===== config.mk =====
export PLATFORM = sky130hd
export DESIGN_NAME = team_select
export DESIGN_NICKNAME = d
export VERILOG_FILES = /design/src/rtl/team_select.sv
export SDC_FILE = /design/constraint.sdc
export NUM_CORES = 1
export LEC_CHECK = 0
export BUFFER_PORTS_ARGS = -buffer_cell sky130_fd_sc_hd__buf_2
export CAP_MARGIN = 40
export CELL_PAD_IN_SITES_DETAIL_PLACEMENT = 1
export CELL_PAD_IN_SITES_GLOBAL_PLACEMENT = 1
export CORE_MARGIN = 10
export CORE_UTILIZATION = 30
export DETAILED_ROUTE_END_ITERATION = 8
export PLACE_DENSITY = 0.64
export SETUP_SLACK_MARGIN = 0.3
export SLEW_MARGIN = 20
export SYNTH_ARGS = -nofsm -noshare
export SYNTH_HDL_FRONTEND = slang
export SYNTH_SLANG_ARGS = --single-unit

===== constraint.sdc =====
create_clock -name Clk -period 4.25 [get_ports Clk]
set_input_delay 0.85 -clock Clk [delete_from_list [all_inputs] [get_ports Clk]]
set_output_delay 0.85 -clock Clk [all_outputs]
set_load 0.1 [all_outputs]

===== src/rtl/team_select.sv =====
`default_nettype none
// ============================================================================
//  Module      : team_select
//  Description : Pre-battle team builder. The player moves a cursor over an
//                NUM_MON-entry roster grid and picks a 3-Pokemon team with
//                W/A/S/D/ENTER/BACKSPACE. The stage then requests a battle,
//                holds the team stable while it runs, and records the result.
//                Key presses are edge-detected, so a held key acts only once.
//                Optional macro TEAM_AUTOFILL_EN: the R key fills the
//                remaining slots with the lowest unpicked ids.
//  Revision    : 1.0 - initial release
// ============================================================================
module team_select #(
    parameter int NUM_MON   = 8,
    parameter int GRID_COLS = 4
) (
    input  logic                 Clk,
    input  logic                 Reset,
    input  logic                 start,
    input  logic [7:0]           keycode,
    input  logic                 end_battle,
    input  logic                 result,
    output logic [2:0][2:0]      team,
    output logic                 is_battle,
    output logic [2:0]           cursor,
    output logic [NUM_MON-1:0]   picked_mask,
    output logic [1:0]           slot_count,
    output logic [2:0]           sel_state,
    output logic                 last_win,
    output logic [7:0]           win_count
);

    localparam logic [7:0] c_KEY_W     = 8'h1A;
    localparam logic [7:0] c_KEY_A     = 8'h04;
    localparam logic [7:0] c_KEY_S     = 8'h16;
    localparam logic [7:0] c_KEY_D     = 8'h07;
    localparam logic [7:0] c_KEY_ENTER = 8'h28;
    localparam logic [7:0] c_KEY_BKSP  = 8'h2A;
`ifdef TEAM_AUTOFILL_EN
    localparam logic [7:0] c_KEY_R     = 8'h15;
`endif

    typedef enum logic [2:0] {
        S_IDLE    = 3'd0,
        S_SELECT  = 3'd1,
        S_CONFIRM = 3'd2,
        S_BATTLE  = 3'd3,
        S_RESULT  = 3'd4
    } state_t;

    state_t               r_state;
    logic [2:0][2:0]      r_team;
    logic                 r_is_battle;
    logic [2:0]           r_cursor;
    logic [NUM_MON-1:0]   r_mask;
    logic [1:0]           r_slot_count;
    logic                 r_last_win;
    logic [7:0]           r_win_count;
    logic [7:0]           r_prev_key;

    logic                 w_press;
    logic                 w_key_enter;
    logic                 w_key_bksp;
    logic [2:0]           w_cursor_mv;
    logic [1:0]           w_last_slot;
    int                   w_cur_int;

    // A press is a non-zero keycode that differs from last cycle's keycode.
    assign w_press     = (keycode != 8'h00) && (keycode != r_prev_key);
    assign w_key_enter = w_press && (keycode == c_KEY_ENTER);
    assign w_key_bksp  = w_press && (keycode == c_KEY_BKSP);
    assign w_last_slot = r_slot_count - 2'd1;
    assign w_cur_int   = int'(r_cursor);

    // Cursor target for a movement press; blocked moves at the grid edge hold.
    always_comb begin
        w_cursor_mv = r_cursor;
        if (w_press) begin
            if (keycode == c_KEY_W && w_cur_int >= GRID_COLS)
                w_cursor_mv = 3'(w_cur_int - GRID_COLS);
            else if (keycode == c_KEY_S && (w_cur_int + GRID_COLS) < NUM_MON)
                w_cursor_mv = 3'(w_cur_int + GRID_COLS);
            else if (keycode == c_KEY_A && (w_cur_int % GRID_COLS) != 0)
                w_cursor_mv = 3'(w_cur_int - 1);
            else if (keycode == c_KEY_D && (w_cur_int % GRID_COLS) != GRID_COLS - 1)
                w_cursor_mv = 3'(w_cur_int + 1);
        end
    end

`ifdef TEAM_AUTOFILL_EN
    logic                 w_key_r;
    logic [2:0][2:0]      w_af_team;
    logic [NUM_MON-1:0]   w_af_mask;

    assign w_key_r = w_press && (keycode == c_KEY_R);

    // Autofill: walk ids upward, dropping each unpicked id into the next free slot.
    always_comb begin
        int v_cnt;
        w_af_team = r_team;
        w_af_mask = r_mask;
        v_cnt     = int'(r_slot_count);
        for (int i = 0; i < NUM_MON; i++) begin
            if (!r_mask[i] && v_cnt < 3) begin
                w_af_team[v_cnt[1:0]] = 3'(i);
                w_af_mask[i]          = 1'b1;
                v_cnt                 = v_cnt + 1;
            end
        end
    end
`endif

    // Selection state machine with all outputs held in registers.
    always_ff @(posedge Clk) begin
        if (Reset) begin
            r_state      <= S_IDLE;
            r_team       <= '0;
            r_is_battle  <= 1'b0;
            r_cursor     <= 3'd0;
            r_mask       <= '0;
            r_slot_count <= 2'd0;
            r_last_win   <= 1'b0;
            r_win_count  <= 8'd0;
            r_prev_key   <= 8'd0;
        end else begin
            r_prev_key <= keycode;
            case (r_state)
                S_IDLE: begin
                    if (start) begin
                        r_state      <= S_SELECT;
                        r_team       <= '0;
                        r_mask       <= '0;
                        r_slot_count <= 2'd0;
                    end
                end
                S_SELECT: begin
                    r_cursor <= w_cursor_mv;
                    if (w_key_enter) begin
                        if (!r_mask[r_cursor]) begin
                            r_team[r_slot_count] <= r_cursor;
                            r_mask[r_cursor]     <= 1'b1;
                            r_slot_count         <= r_slot_count + 2'd1;
                            if (r_slot_count == 2'd2)
                                r_state <= S_CONFIRM;
                        end
                    end else if (w_key_bksp) begin
                        if (r_slot_count != 2'd0) begin
                            r_mask[r_team[w_last_slot]] <= 1'b0;
                            r_team[w_last_slot]         <= 3'd0;
                            r_slot_count                <= w_last_slot;
                        end
                    end
`ifdef TEAM_AUTOFILL_EN
                    else if (w_key_r && r_slot_count != 2'd3) begin
                        r_team       <= w_af_team;
                        r_mask       <= w_af_mask;
                        r_slot_count <= 2'd3;
                        r_state      <= S_CONFIRM;
                    end
`endif
                end
                S_CONFIRM: begin
                    if (w_key_enter) begin
                        r_state     <= S_BATTLE;
                        r_is_battle <= 1'b1;
                    end else if (w_key_bksp) begin
                        r_mask[r_team[2]] <= 1'b0;
                        r_team[2]         <= 3'd0;
                        r_slot_count      <= 2'd2;
                        r_state           <= S_SELECT;
                    end
                end
                S_BATTLE: begin
                    if (end_battle) begin
                        r_is_battle <= 1'b0;
                        r_last_win  <= result;
                        if (result && r_win_count != 8'hFF)
                            r_win_count <= r_win_count + 8'd1;
                        r_state <= S_RESULT;
                    end
                end
                S_RESULT: begin
                    if (w_key_enter) begin
                        r_team       <= '0;
                        r_mask       <= '0;
                        r_slot_count <= 2'd0;
                        r_state      <= S_SELECT;
                    end else if (w_key_bksp) begin
                        r_state <= S_CONFIRM;
                    end
                end
                default: r_state <= S_IDLE;
            endcase
        end
    end

    assign team        = r_team;
    assign is_battle   = r_is_battle;
    assign cursor      = r_cursor;
    assign picked_mask = r_mask;
    assign slot_count  = r_slot_count;
    assign sel_state   = r_state;
    assign last_win    = r_last_win;
    assign win_count   = r_win_count;

endmodule
`default_nettype wire


### Word-level counts from Yosys, hierarchy flattened

Cells that the tools add are included.

| storage, ports and cells | value |
|---|---|
| bits in registers | 43 |
| input port bits | 13 |

| operators by class | value |
|---|---|
| add/subtract/negate cells | 7 |
| $lt $le $gt $ge | 12 |
| eq/ne operators | 28 |
| muxes and demuxes | 60 |
| bitwise gates (word level) | 7 |
| reduce and logical (&&, ||, !) cells | 28 |

Operators with widths:

| cell | number |
|---|---|
| 8-bit 2-to-1 mux | 8 |
| 3-bit 2-to-1 mux | 18 |
| 9-bit 2-to-1 mux | 6 |
| 32-bit by 5-bit < comparator with 1-bit output, second input constant | 1 |
| 8-bit case mux with 4 select lines | 1 |
| 32-bit nonzero test | 1 |
| 2-bit != test, second input constant | 9 |
| 6-bit case mux with 3 select lines | 1 |
| 8-bit bitwise AND | 2 |
| 8-bit by 3-bit == test with 1-bit output, second input constant | 2 |
| 8-bit by 5-bit == test with 1-bit output, second input constant | 2 |
| 8-bit by 6-bit == test with 1-bit output, second input constant | 2 |
| 2-bit 2-to-1 mux | 8 |
| 8-bit inverter | 2 |
| 3-bit != test, second input constant | 5 |
| 3-bit case mux with 5 select lines | 1 |
| 1-bit logical AND | 13 |
| 3-bit demux with 2-bit select | 2 |
| 3-bit by 4-bit < comparator with 1-bit output, second input constant | 3 |
| 3-bit case mux with 4 select lines | 1 |
| 9-bit bitwise AND | 1 |
| 9-bit bitwise mux | 1 |
| 1-bit demux with 3-bit select | 3 |
| 3-bit by 1-bit >= comparator with 1-bit output, second input constant | 3 |
| other kinds (34) | 46 |

### Depth between registers and ports, before layout

Gate-level depths: netlist (run 1).

| logic depth | value |
|---|---|
| word-level depth | 13 |
| depth in mapped cells | 10 |

### Least setup slack after synthesis (run 1)

Ideal clock, no wire load.

| path | value |
|---|---|
| path kind | register -> register |
| start | register r_slot_count[0] (netlist: slot_count[0]) |
| end | register r_mask[1] (netlist: picked_mask[1]) |
| arrival time | 3151 ps |
| path slack | 1038 ps |
| cell stages (with the launch flop) | 10 |
| period minus slack after synthesis | 3212 ps |
| path through | dfxtp_1 -> inv_1 -> ha_1 -> clkbuf_1 -> nor2b_1 -> a21oi_1 -> a41o_1 -> a2111oi_2 -> and4b_1 -> o21a_1 |

| between the ends | value |
|---|---|
| cells in the longest elaborated chain, start to end | 13 |
| elaborated cells between the ends (all ways) | 17 |
| those cells by class | add/sub: 1; order compare: 2; eq/ne: 1; mux: 8; bitwise: 2; reduce/logical: 3 |

RTL lines:

| element | line | RTL |
|---|---|---|
| start: declaration | 56 | `logic [1:0] r_slot_count;` |
| start signal: assignment | 142 | `r_slot_count <= r_slot_count + 2'd1;` |
| start signal: assignment | 150 | `r_slot_count <= w_last_slot;` |
| 2-bit by 1-bit subtractor with 2-bit output | 72 | `assign w_last_slot = r_slot_count - 2'd1;` |
| 3-bit binary-select mux with 2-bit select | 148 | `r_mask[r_team[w_last_slot]] <= 1'b0;` |
| 3-bit 2-to-1 mux (implied by the code) | 148 |  |
| 3-bit by 4-bit < comparator with 1-bit output (implied by the code) or 3-bit by 1-bit >= comparator with 1-bit output (tied branches) | 148 |  |
| 1-bit logical AND (implied by the code) | 148 |  |
| 1-bit 2-to-1 mux (implied by the code) | 148 |  |
| 1-bit demux with 3-bit select | 148 |  |
| 8-bit inverter (no source line) | -- |  |
| 8-bit bitwise AND (no source line) | -- |  |
| 8-bit 2-to-1 mux | 147 | `if (r_slot_count != 2'd0) begin` |
| 8-bit 2-to-1 mux | 146 | `end else if (w_key_bksp) begin` |
| 8-bit 2-to-1 mux | 138 | `if (w_key_enter) begin` |
| 8-bit case mux with 4 select lines | 127 | `case (r_state)` |
| end signal: assignment | 132 | `r_mask <= '0;` |
| end signal: indexed assignment | 141 | `r_mask[r_cursor] <= 1'b1;` |
| end signal: indexed assignment | 148 |  |
| end: declaration | 55 | `logic [NUM_MON-1:0] r_mask;` |

Several ways; a longest one is shown, not always the timed one. The select of a mux whose other input is x is not followed.
A chain may end at the register's enable or synchronous reset.

### Worst setup path after layout (run 1)

| path | value |
|---|---|
| start | input keycode[5] |
| end | register r_cursor[2] (netlist: cursor[2]) |

| between the ends | value |
|---|---|
| cells in the longest elaborated chain, start to end | 5 |
| elaborated cells between the ends (all ways) | 16 |
| those cells by class | eq/ne: 5; mux: 3; reduce/logical: 8 |

RTL lines:

| element | line | RTL |
|---|---|---|
| start: declaration | 20 | `input logic [7:0] keycode,` |
| 8-bit by 3-bit == test with 1-bit output | 83 | `else if (keycode == c_KEY_A && (w_cur_int % GRID_COLS) != 0)` |
| 1-bit logical AND | 83 |  |
| 3-bit 2-to-1 mux | 83 |  |
| 3-bit 2-to-1 mux | 81 | `else if (keycode == c_KEY_S && (w_cur_int + GRID_COLS) < NUM_MON)` |
| 3-bit 2-to-1 mux | 79 | `if (keycode == c_KEY_W && w_cur_int >= GRID_COLS)` |
| end signal: assignment | 137 | `r_cursor <= w_cursor_mv;` |
| end: declaration | 54 | `logic [2:0] r_cursor;` |

Several ways; a longest one is shown, not always the timed one.

==> flow_summary.yaml, run 1 <==
worst_setup_path:
  reg2reg_depth: 9
  r2r_slack_ns: 1.56
  critical_path.most_common_cell: "or3_1"
  arrival_ns: 3.26
  slowest_stage: "or4_1"
  critical_path_required_ns: 4.47
  r2r-start: "slot_count[0]$_SDFFE_PP0P_"
  crit_fanout: 5
  r2r-end: "picked_mask[1]$_SDFFE_PP0P_"
  criticalPathCategory: "input port to flop"
  worstSetupEndpointType: "flop"
  path_cells: "buf_2 -> or4_1 -> or3_1 -> or3_1 -> fa_1 -> xnor2_1 -> a21oi_1 -> nor2_1 -> a211oi_1"
  critical_path.max_stage_delay_ns: 0.56
  start_kind: "input port"
logic_synthesis:
  synth_edf_count: 0
  ys_ff_latch: 43
  synth_area_leaders: "dfxtp_1 33%, nor2_1 4.8%, xnor2_1 4.4%"
  synth_cells: 319
  ys_seq_area_share_pct: 33.25
  yosys_most_used_dff: "dfxtp_1"
  synth_area_leader_cell: "dfxtp_1"
  yosysWarnings: 0
  async_flop_share_pct: 0
  synth_area_sq_um: 2589
  avgSynthCellArea_sq_um: 8.115
  synth_top_area_share_pct: 33.25
  synthesis.nets: 338
  synth.distinct_cells: 58
detailed_routing:
  drc_errors: 0
  drtAntennaViolNets: 0
  drt_iter0_markers: 127
  viasPerCell: 5.322
  routedWlPerCell_um: 16.56
  vias: 2464
  drt-pass1-iter-count: 4
  wirelength_mm: 7.665
floorplanning:
  rows: 33
  die_h_um: 112.9
  dieArea_sq_um: 12740
  die_x_um: 112.9
  start_util_pct: 31.19
  coreArea_sq_um: 8299
  io_pins: 48
timing:
  finalCritPeriodShare_pct: 71.43
  slew_violations: 0
  skew_ns: 0.005337
  tightest_slew_ns: 0.6888
  fin_setup_tns_ns: 0
  timing.fmax_ghz: 0.3294
  maxSlewHeadroom_pct: 53.91
  rsz0062_at_grt: "no"
  final_hold_viol_count: 0
  setup_violations: 0
  min_period_ns: 3.036
  timing.hold.ws_ns: 0.4556
run_status:
  outcome: "finished clean"
global_routing:
  track_usage_pct: 11.90
  overflow: 0
  grt_pass1_vias: 2583
  antenna_found_initial: 0
  grt_max_degree: 40
  grt_pass1_wl_mm: 12.95
cts:
  hold_buffers: 0
  post_cts_buffers: 0
  clockBufferDepth: 2
  h-tree-depth: 2
  cts_buffers: 5
  clkTransAtPathRegs_ns: 0.09
  clock_sinks: 43
  cts_resized: 0
  cts_tree: "yes"
  clk_latency_ns: 0.30
  cts_root_buf: "clkbuf_8"
placement:
  dpl.hpwl_mm: 5.812
  io_buffers: 47
  gp_congestion: 0.7593
min_path:
  hp-start: "last_win$_SDFFE_PP0P_"
  holdPathStages: 2
  worst_hold_path.endpoint: "last_win$_SDFFE_PP0P_"
  hp-class: "flop to flop"
power:
  p_leak_uw: 0.001070
  powerDensity_nw_per_um2: 387.2
  peakVddDrop_uv: 166.6
layout:
  regArea_sq_um: 860.8
  drive_gt1_share_pct: 20.11
  multi_input_area_sq_um: 1592
  nNetsFinal: 376
  diodes: 0
  syn_to_final_growth_pct: 14.69
  fillerInstances: 1044
flow_run:
  maxCapViolCount: 0
==> flip-flops by register name (all words and copies together), names as in the netlist <==
signal / count
last_win: 1
r_prev_key: 8
slot_count: 2
win_count: 8
picked_mask: 8
cursor: 3
sel_state: 3
team: 9
is_battle: 1
==> cell type report <==
cell class,count,share of cell area [%]
multi-input cells,243,53.60
clock inverters,1,0.1686
inverters,15,1.896
repair buffers,49,8.344
flip-flops and latches,43,28.99
well taps,105,4.425
clock buffers,7,2.571
==> kinds of logic (layout without fill, tap and decap cells) <==
| logic type | count (synthesis) | after routing | synth area share [%] |
|---|---|---|---|
| AO/OA/AOI/OAI | 85 | 85 | 23.06 |
| XOR/XNOR | 18 | 18 | 6.090 |
| adder cells (fa/ha/maj) | 6 | 6 | 3.190 |
| buffers and inverters | 33 | 72 | 5.268 |
| flip-flops | 43 | 43 | 33.25 |
| multiplexers | 9 | 9 | 3.625 |
| AND/OR/NAND/NOR | 125 | 125 | 25.52 |
==> through the flow <==
| stage | worst slack [ns] | std cells | total power [uW] | utilization, % | instance area, sq um |
|---|---|---|---|---|---|
| global placement | 0.9804 | 454 | 891.8 | 34.74 | 2883 |
| floorplan | 1.038 | 319 | 810.6 | - | 2589 |
| finish | 1.214 | 463 | 1150 | 35.78 | 2969 |
| CTS | 1.223 | 463 | 1166 | 35.78 | 2969 |
| global route | 1.071 | 463 | 1222 | 35.78 | 2969 |
| detailed placement | 0.9004 | 455 | 899.2 | 34.80 | 2888 |
==> cells in the final DEF, fill, tap and decap left out, drive strengths merged, types with 3 or more instances in the layout <==
master   n
nand2   25
xor2     5
o31ai    3
clkbuf   7
ha       5
a21oi   21
a31oi    5
nor2b   10
o21ai   23
o32ai    3
and3     3
mux2i    6
inv     15
nor2    33
or3      5
xnor2   13
nand3    8
buf     49
a211oi   4
or2      4
mux2     3
dfxtp   43
nor3     6
o21a     5
nand2b   5
nand4   15
==> synthesized netlist by cell type, types with 2 or more instances <==
cell / n
xnor2_1: 13
and4_1: 2
nand2b_1: 5
o32ai_1: 3
or3_1: 5
nor3_1: 6
or2_2: 4
a31oi_1: 5
o21a_1: 4
clkbuf_1: 13
buf_2: 3
o211ai_1: 2
o31ai_1: 3
dfxtp_1: 43
nor2b_1: 10
nand3_1: 8
a41o_1: 2
ha_1: 5
nand4b_1: 2
inv_1: 15
mux2i_1: 6
a22oi_1: 2
and3_1: 3
o21ai_0: 21
mux2_2: 3
nand4_1: 15
a21oi_1: 21
a311o_1: 2
a31o_2: 2
nand2_1: 24
xor2_1: 5
nor2_1: 33
a211oi_1: 4
==> critical path, delay by kind of cell <==
family	cells	cell delay, ns
XOR/XNOR	1	0.16
AO/OA/AOI/OAI	2	0.35
buffers and inverters	1	0.12
AND/OR/NAND/NOR	4	1.38
adder cells (fa/ha/maj)	1	0.40
==> how the worst max path moves through the flow <==
stage	from	end	slack [ns]	cells after the start
after floorplan	slot_count[0]$_SDFFE_PP0P_	picked_mask[1]$_SDFFE_PP0P_	1.04	9
after global placement	keycode[5]	cursor[2]$_SDFFE_PP0P_	0.98	9
after global routing	keycode[4]	picked_mask[4]$_SDFFE_PP0P_	1.07	7
after CTS	keycode[5]	cursor[2]$_SDFFE_PP0P_	1.22	9
after detailed placement	keycode[5]	cursor[2]$_SDFFE_PP0P_	0.90	9
final	keycode[5]	cursor[2]$_SDFFE_PP0P_	1.21	9
==> routing by layer <==
| layer | GRT usage (%) | share of wire, % | vias up |
|---|---|---|---|
| li1 | - | - | 1224 |
| met1 | 15.04 | 47 | 1185 |
| met2 | 19.62 | 47 | 49 |
| met3 | 3.170 | 5.1 | 6 |
| met4 | 2.792 | 0.67 | 0 |
| met5 | 0 | 0 | - |
==> power breakdown <==
group | internal, uW | switching, uW
Sequential | 418 | 30.7
Combinational | 125 | 311
Clock | 116 | 148
Power figures use the tool's default switching activity.
==> run 2, diff against run 1 <==
--- a/config.mk
+++ b/config.mk
@@ -12,7 +12,7 @@
 export CORE_MARGIN = 10
 export CORE_UTILIZATION = 30
 export DETAILED_ROUTE_END_ITERATION = 8
-export PLACE_DENSITY = 0.64
+export PLACE_DENSITY = 0.67
 export SETUP_SLACK_MARGIN = 0.3
 export SLEW_MARGIN = 20
 export SYNTH_ARGS = -nofsm -noshare
==> constraint.sdc (replaced) <==
create_clock -name Clk -period 2.5 [get_ports Clk]
set_input_delay 0.5 -clock Clk [delete_from_list [all_inputs] [get_ports Clk]]
set_output_delay 0.5 -clock Clk [all_outputs]
set_load 0.1 [all_outputs]
==> flow_summary.yaml, run 2 (same netlist as run 1, synthesis figures left out) <==
worst_setup_path:
  start_kind: "input port"
  arrival_ns: 2.70
  critical_path.most_common_cell: "buf_6"
  criticalPathCategory: "input port to flop"
  critical_path.max_stage_delay_ns: 0.53
  crit_fanout: 6
  worstSetupEndpointType: "flop"
  critical_path_required_ns: 2.69
  slowest_stage: "or4b_4"
  path_cells: "buf_6 -> buf_6 -> or4b_4 -> nor4_4 -> o21ai_4 -> o221ai_4 -> o21a_4 -> buf_6 -> mux2i_1 -> nor2_1"
placement:
  io_buffers: 47
  dpl.hpwl_mm: 6.351
  gp_congestion: 0.7904
detailed_routing:
  wl_met2_mm: 4.481
  wirelength_mm: 8.966
  viasPerCell: 5.327
  routedWlPerCell_um: 17.79
  drtAntennaViolNets: 0
  vias: 2685
  wl_met3_um: 357
  top_layer: "met4"
  drt-pass1-iter-count: 4
  drc_errors: 0
  drt_iter0_markers: 136
  wl_met1_mm: 4.093
floorplanning:
  start_util_pct: 31.19
  io_pins: 48
  die_x_um: 112.9
  rows: 33
  die_h_um: 112.9
  dieArea_sq_um: 12740
  coreArea_sq_um: 8299
power:
  peakVddDrop_uv: 272.8
  switchingPower_uw: 969.5
  combPwrFrac_pct: 41.5
  clockPowerShare_pct: 27.2
  finalPower_uw: 2472
  p_sw_share_pct: 39.22
  p_int_uw: 1503
  p_leak_uw: 0.001330
  pwr-share-seq_pct: 31.3
  powerDensity_nw_per_um2: 695.2
layout:
  diodes: 0
  syn_to_final_growth_pct: 37.36
  drive_gt1_share_pct: 38.10
  nNetsFinal: 417
  layout_commonest_cell: "buf_2"
  largest_reg_flops: 9
  most-common-layout-cells: "45 x buf_2, 35 x buf_4, 33 x dfxtp_1"
  fin_util_pct: 42.85
  fillerInstances: 1017
timing:
  setup_ws_ns: -0.01152
  slew_violations: 0
  finalCritPeriodShare_pct: 100.5
  final_hold_viol_count: 0
  skew_ns: 0.01259
  fin_setup_tns_ns: -0.01152
  timing.fmax_ghz: 0.3982
  setup_violations: 1
  timing.hold.ws_ns: 0.4573
  min_period_ns: 2.512
  tightest_slew_ns: 0.6416
  maxSlewHeadroom_pct: 57.23
  rsz0062_at_grt: "yes"
cts:
  clk_latency_ns: 0.31
  clockBufferDepth: 2
  clock_sinks: 43
  clkTransAtPathRegs_ns: 0.09
  cts_root_buf: "clkbuf_8"
  h-tree-depth: 2
  cts_buffers: 5
  cts_tree: "yes"
global_routing:
  track_usage_pct: 13.52
  overflow: 0
  grt_max_degree: 30
  antenna_found_initial: 0
  grt_pass1_wl_mm: 14.45
  grt_pass1_vias: 2859
flow_run:
  maxCapViolCount: 0
run_status:
  violations: "setup timing"
  outcome: "complete, but fails checks"
min_path:
  hp-class: "flop to flop"
## run 2: cell count changes in the layout (fill, tap and decap cells not counted), sizes merged
| cell | delta |
|---|---|
| inv | +1 |
| clkinv | -1 |
| buf | +40 |
| o21a | +1 |
| bufinv | +2 |
| clkbuf | -2 |
## run 2: cell type report
type                            count  area, sq um  area share, %
Inverter                           15        56.30          1.583
Timing Repair Buffer               89        589.3          16.57
Tap cell                          105        131.4          3.695
Sequential cell                    43        885.9          24.91
Clock inverter                      3        66.31          1.865
Multi-Input combinational cell    244         1758          49.44
Clock buffer                        5        68.82          1.935
## run 2: path summary, 6_finish.rpt
path	end	from	slack [ns]	depth (start not counted)
setup / recovery	slot_count[0]$_SDFFE_PP0P_	keycode[4]	-0.01	10
hold / removal	last_win$_SDFFE_PP0P_	last_win$_SDFFE_PP0P_	0.46	2
setup reg to reg	picked_mask[1]$_SDFFE_PP0P_	slot_count[0]$_SDFFE_PP0P_	0.16	9
hold reg to reg	last_win$_SDFFE_PP0P_	last_win$_SDFFE_PP0P_	0.46	2
## run 2: critical path, delay by kind of cell
kind	cells	cell delay (ns)
and+or+nand+nor	3	1.00
muxes	1	0.18
buffers and inverters	3	0.31
AOI/OAI and AO/OA	3	0.70
## run 2: per-layer routing
metal	vias up	global-route usage (%)
met5	-	0
met4	0	3.638
met3	5	3.328
met2	39	23.16
met1	1331	16.38
li1	1310	-
## run 2: repair_timing
action	4_1_cts	5_1_grt
pin swaps	10	13
hold endpoints to repair	0	0
endpoints found under the setup margin	22	24
hold buffers	0	0
gates resized for setup	28	20
cloned	1	0
setup buffers	9	6
## run 2: power groups by stage
stage / registers, uW / logic, uW / clock network, uW
global route: 781 / 1080 / 716
floorplan: 900 / 495 / 0
CTS: 772 / 932 / 688
global placement: 784 / 779 / 0
detailed placement: 787 / 790 / 0
finish: 773 / 1030 / 673
## run 2: through the flow
| step | instances | worst slack, ns | area, sq um |
|---|---|---|---|
| after global placement | 480 | -0.2587 | 3122 |
| after global routing | 504 | -0.08852 | 3556 |
| after CTS | 498 | 0.05348 | 3432 |
| after floorplan | 319 | -0.08185 | 2636 |
| after detailed placement | 480 | -0.2848 | 3122 |
| final | 504 | -0.01152 | 3556 |
==> run 3, diff against run 2 <==
--- a/config.mk
+++ b/config.mk
@@ -14,6 +14,7 @@
 export DETAILED_ROUTE_END_ITERATION = 8
 export PLACE_DENSITY = 0.67
 export SETUP_SLACK_MARGIN = 0.3
+export SKIP_LAST_GASP = 1
 export SLEW_MARGIN = 20
 export SYNTH_ARGS = -nofsm -noshare
 export SYNTH_HDL_FRONTEND = slang
==> constraint.sdc (replaced) <==
create_clock -name Clk -period 2.5 [get_ports Clk]
set_input_delay 0.25 -clock Clk [delete_from_list [all_inputs] [get_ports Clk]]
set_output_delay 0.25 -clock Clk [all_outputs]
set_load 0.1 [all_outputs]
==> flow_summary.yaml, run 3 (same netlist as run 1, synthesis figures left out) <==
global_routing:
  track_usage_pct: 12.73
  antenna_found_initial: 0
  grt_max_degree: 32
  overflow: 0
  grt_pass1_wl_mm: 13.69
  grt_pass1_vias: 2728
timing:
  slew_violations: 0
  setup_violations: 0
  timing.fmax_ghz: 0.4401
  final_hold_viol_count: 0
  maxSlewHeadroom_pct: 57.15
  min_period_ns: 2.272
  rsz0062_at_grt: "yes"
  setup_ws_ns: 0.2278
  tightest_slew_ns: 0.6427
  skew_ns: 0.01702
  fin_setup_tns_ns: 0
  finalCritPeriodShare_pct: 90.89
layout:
  syn_to_final_growth_pct: 32.29
  nNetsFinal: 404
  most-common-layout-cells: "45 x buf_2, 30 x nor2_1, 30 x dfxtp_1"
  largest_reg_flops: 9
  diodes: 0
  layout_commonest_cell: "buf_2"
  drive_gt1_share_pct: 36.27
  fin_area_sq_um: 3425
  fillerInstances: 1025
min_path:
  hp-start: "keycode[3]"
  hp-class: "input port to flop"
  worst_hold_path.endpoint: "r_prev_key[3]$_SDFF_PP0_"
  holdPathStages: 2
detailed_routing:
  drt_iter0_markers: 60
  drc_errors: 0
  drt-pass1-iter-count: 4
  wirelength_mm: 8.644
  viasPerCell: 5.422
  vias: 2662
  drtAntennaViolNets: 0
  routedWlPerCell_um: 17.60
floorplanning:
  start_util_pct: 31.19
  dieArea_sq_um: 12740
  die_x_um: 112.9
  coreArea_sq_um: 8299
  io_pins: 48
  die_h_um: 112.9
  rows: 33
worst_setup_path:
  critical_path_required_ns: 2.73
  arrival_ns: 2.50
  reg2reg_depth: 9
  r2r_slack_ns: 0.36
  path_cells: "buf_6 -> or4_4 -> or3_4 -> or3_4 -> fa_2 -> xnor2_2 -> a21oi_1 -> nor2_1 -> a211oi_2"
  critical_path.max_stage_delay_ns: 0.53
  r2r-end: "cursor[2]$_SDFFE_PP0P_"
  slowest_stage: "or4_4"
  crit_fanout: 2
  criticalPathCategory: "input port to flop"
  r2r-start: "cursor[0]$_SDFFE_PP0P_"
  worstSetupEndpointType: "flop"
  start_kind: "input port"
  critical_path.most_common_cell: "or3_4"
cts:
  clk_latency_ns: 0.32
  cts_buffers: 5
  h-tree-depth: 2
  cts_tree: "yes"
  hold_buffers: 0
  cts_root_buf: "clkbuf_8"
  clock_sinks: 43
  clkTransAtPathRegs_ns: 0.09
  clockBufferDepth: 2
power:
  p_int_uw: 1483
  switchingPower_uw: 963.4
  combPwrFrac_pct: 40.4
  pwr-share-seq_pct: 31.5
  peakVddDrop_uv: 421.8
  powerDensity_nw_per_um2: 714.4
  p_sw_share_pct: 39.38
  p_leak_uw: 0.001266
  clockPowerShare_pct: 28.0
placement:
  dpl.hpwl_mm: 6.241
  pre_cts_slack_ns: -0.09935
  place_area_sq_um: 3080
  io_buffers: 47
  gp_congestion: 0.8144
run_status:
  outcome: "finished clean"
flow_run:
  maxCapViolCount: 0
-- run 3: changes by cell type in the layout (fill, tap and decap cells not counted), moves of 3 or more --
cell     change
buf_6        -6
o21ai_1      -4
o21ai_0      +5
buf_4        -7
dfxtp_1      -3
-- run 3: metrics by stage --
stage	hold slack [ns]	cells	power (uW)	util, %
after global routing	0.2405	491	2551	41.26
after detailed placement	0.4520	473	1621	37.12
final	0.2192	491	2447	41.26
after global placement	0.4442	473	1594	37.12
after floorplan	0.3782	319	1434	-
after CTS	0.2194	486	2330	39.48
-- run 3: area by class of cell --
class	instances	area, sq um	area share [%]
clock buffers	5	68.82	2.010
clock inverters	3	67.56	1.973
inverters	15	58.81	1.717
multi-input cells	244	1737	50.71
flip-flops and latches	43	892.1	26.05
well taps	105	131.4	3.836
repair buffers	76	469.2	13.70
-- run 3: worst max-delay path by stage --
stage                     from                     end  slack (ns)
floorplan           keycode[5]  cursor[2]$_SDFFE_PP0P_        0.16
global placement    keycode[5]  cursor[2]$_SDFFE_PP0P_       -0.04
detailed placement  keycode[5]  cursor[2]$_SDFFE_PP0P_        -0.1
CTS                 keycode[5]  cursor[2]$_SDFFE_PP0P_        0.26
global route        keycode[5]  cursor[2]$_SDFFE_PP0P_        0.16
finish              keycode[5]  cursor[2]$_SDFFE_PP0P_        0.23
-- run 3: worst max-delay path, delay by kind of cell --
family | cells | cell delay (ns)
AOI/OAI and AO/OA | 2 | 0.33
buffers and inverters | 1 | 0.09
and+or+nand+nor | 4 | 1.29
adders and majority gates | 1 | 0.39
xor gates and xnor gates | 1 | 0.15
-- run 3: power groups by stage --
| stage | sequential, uW | combinational, uW | clock (uW) |
|---|---|---|---|
| 6_report | 772 | 990 | 685 |
| 4_1_cts | 775 | 863 | 692 |
| 2_1_floorplan | 903 | 531 | 0 |
| 3_5_place_dp | 790 | 830 | 0 |
| 5_1_grt | 782 | 1060 | 712 |
| 3_3_place_gp | 787 | 807 | 0 |
-- run 3: repair_timing --
item	4_1_cts	5_1_grt
setup buffers	5	4
resized for setup	4	29
cloned	0	1
setup endpoints to repair	9	22
pin swaps	5	11
-- run 3: routing by layer --
metal | up-vias | GRT usage, % | wire length [um]
li1 | 1286 | - | -
met1 | 1308 | 15.58 | 3951
met2 | 60 | 21.27 | 4104
met3 | 8 | 3.856 | 487
met4 | 0 | 3.046 | 99
met5 | - | 0 | 0
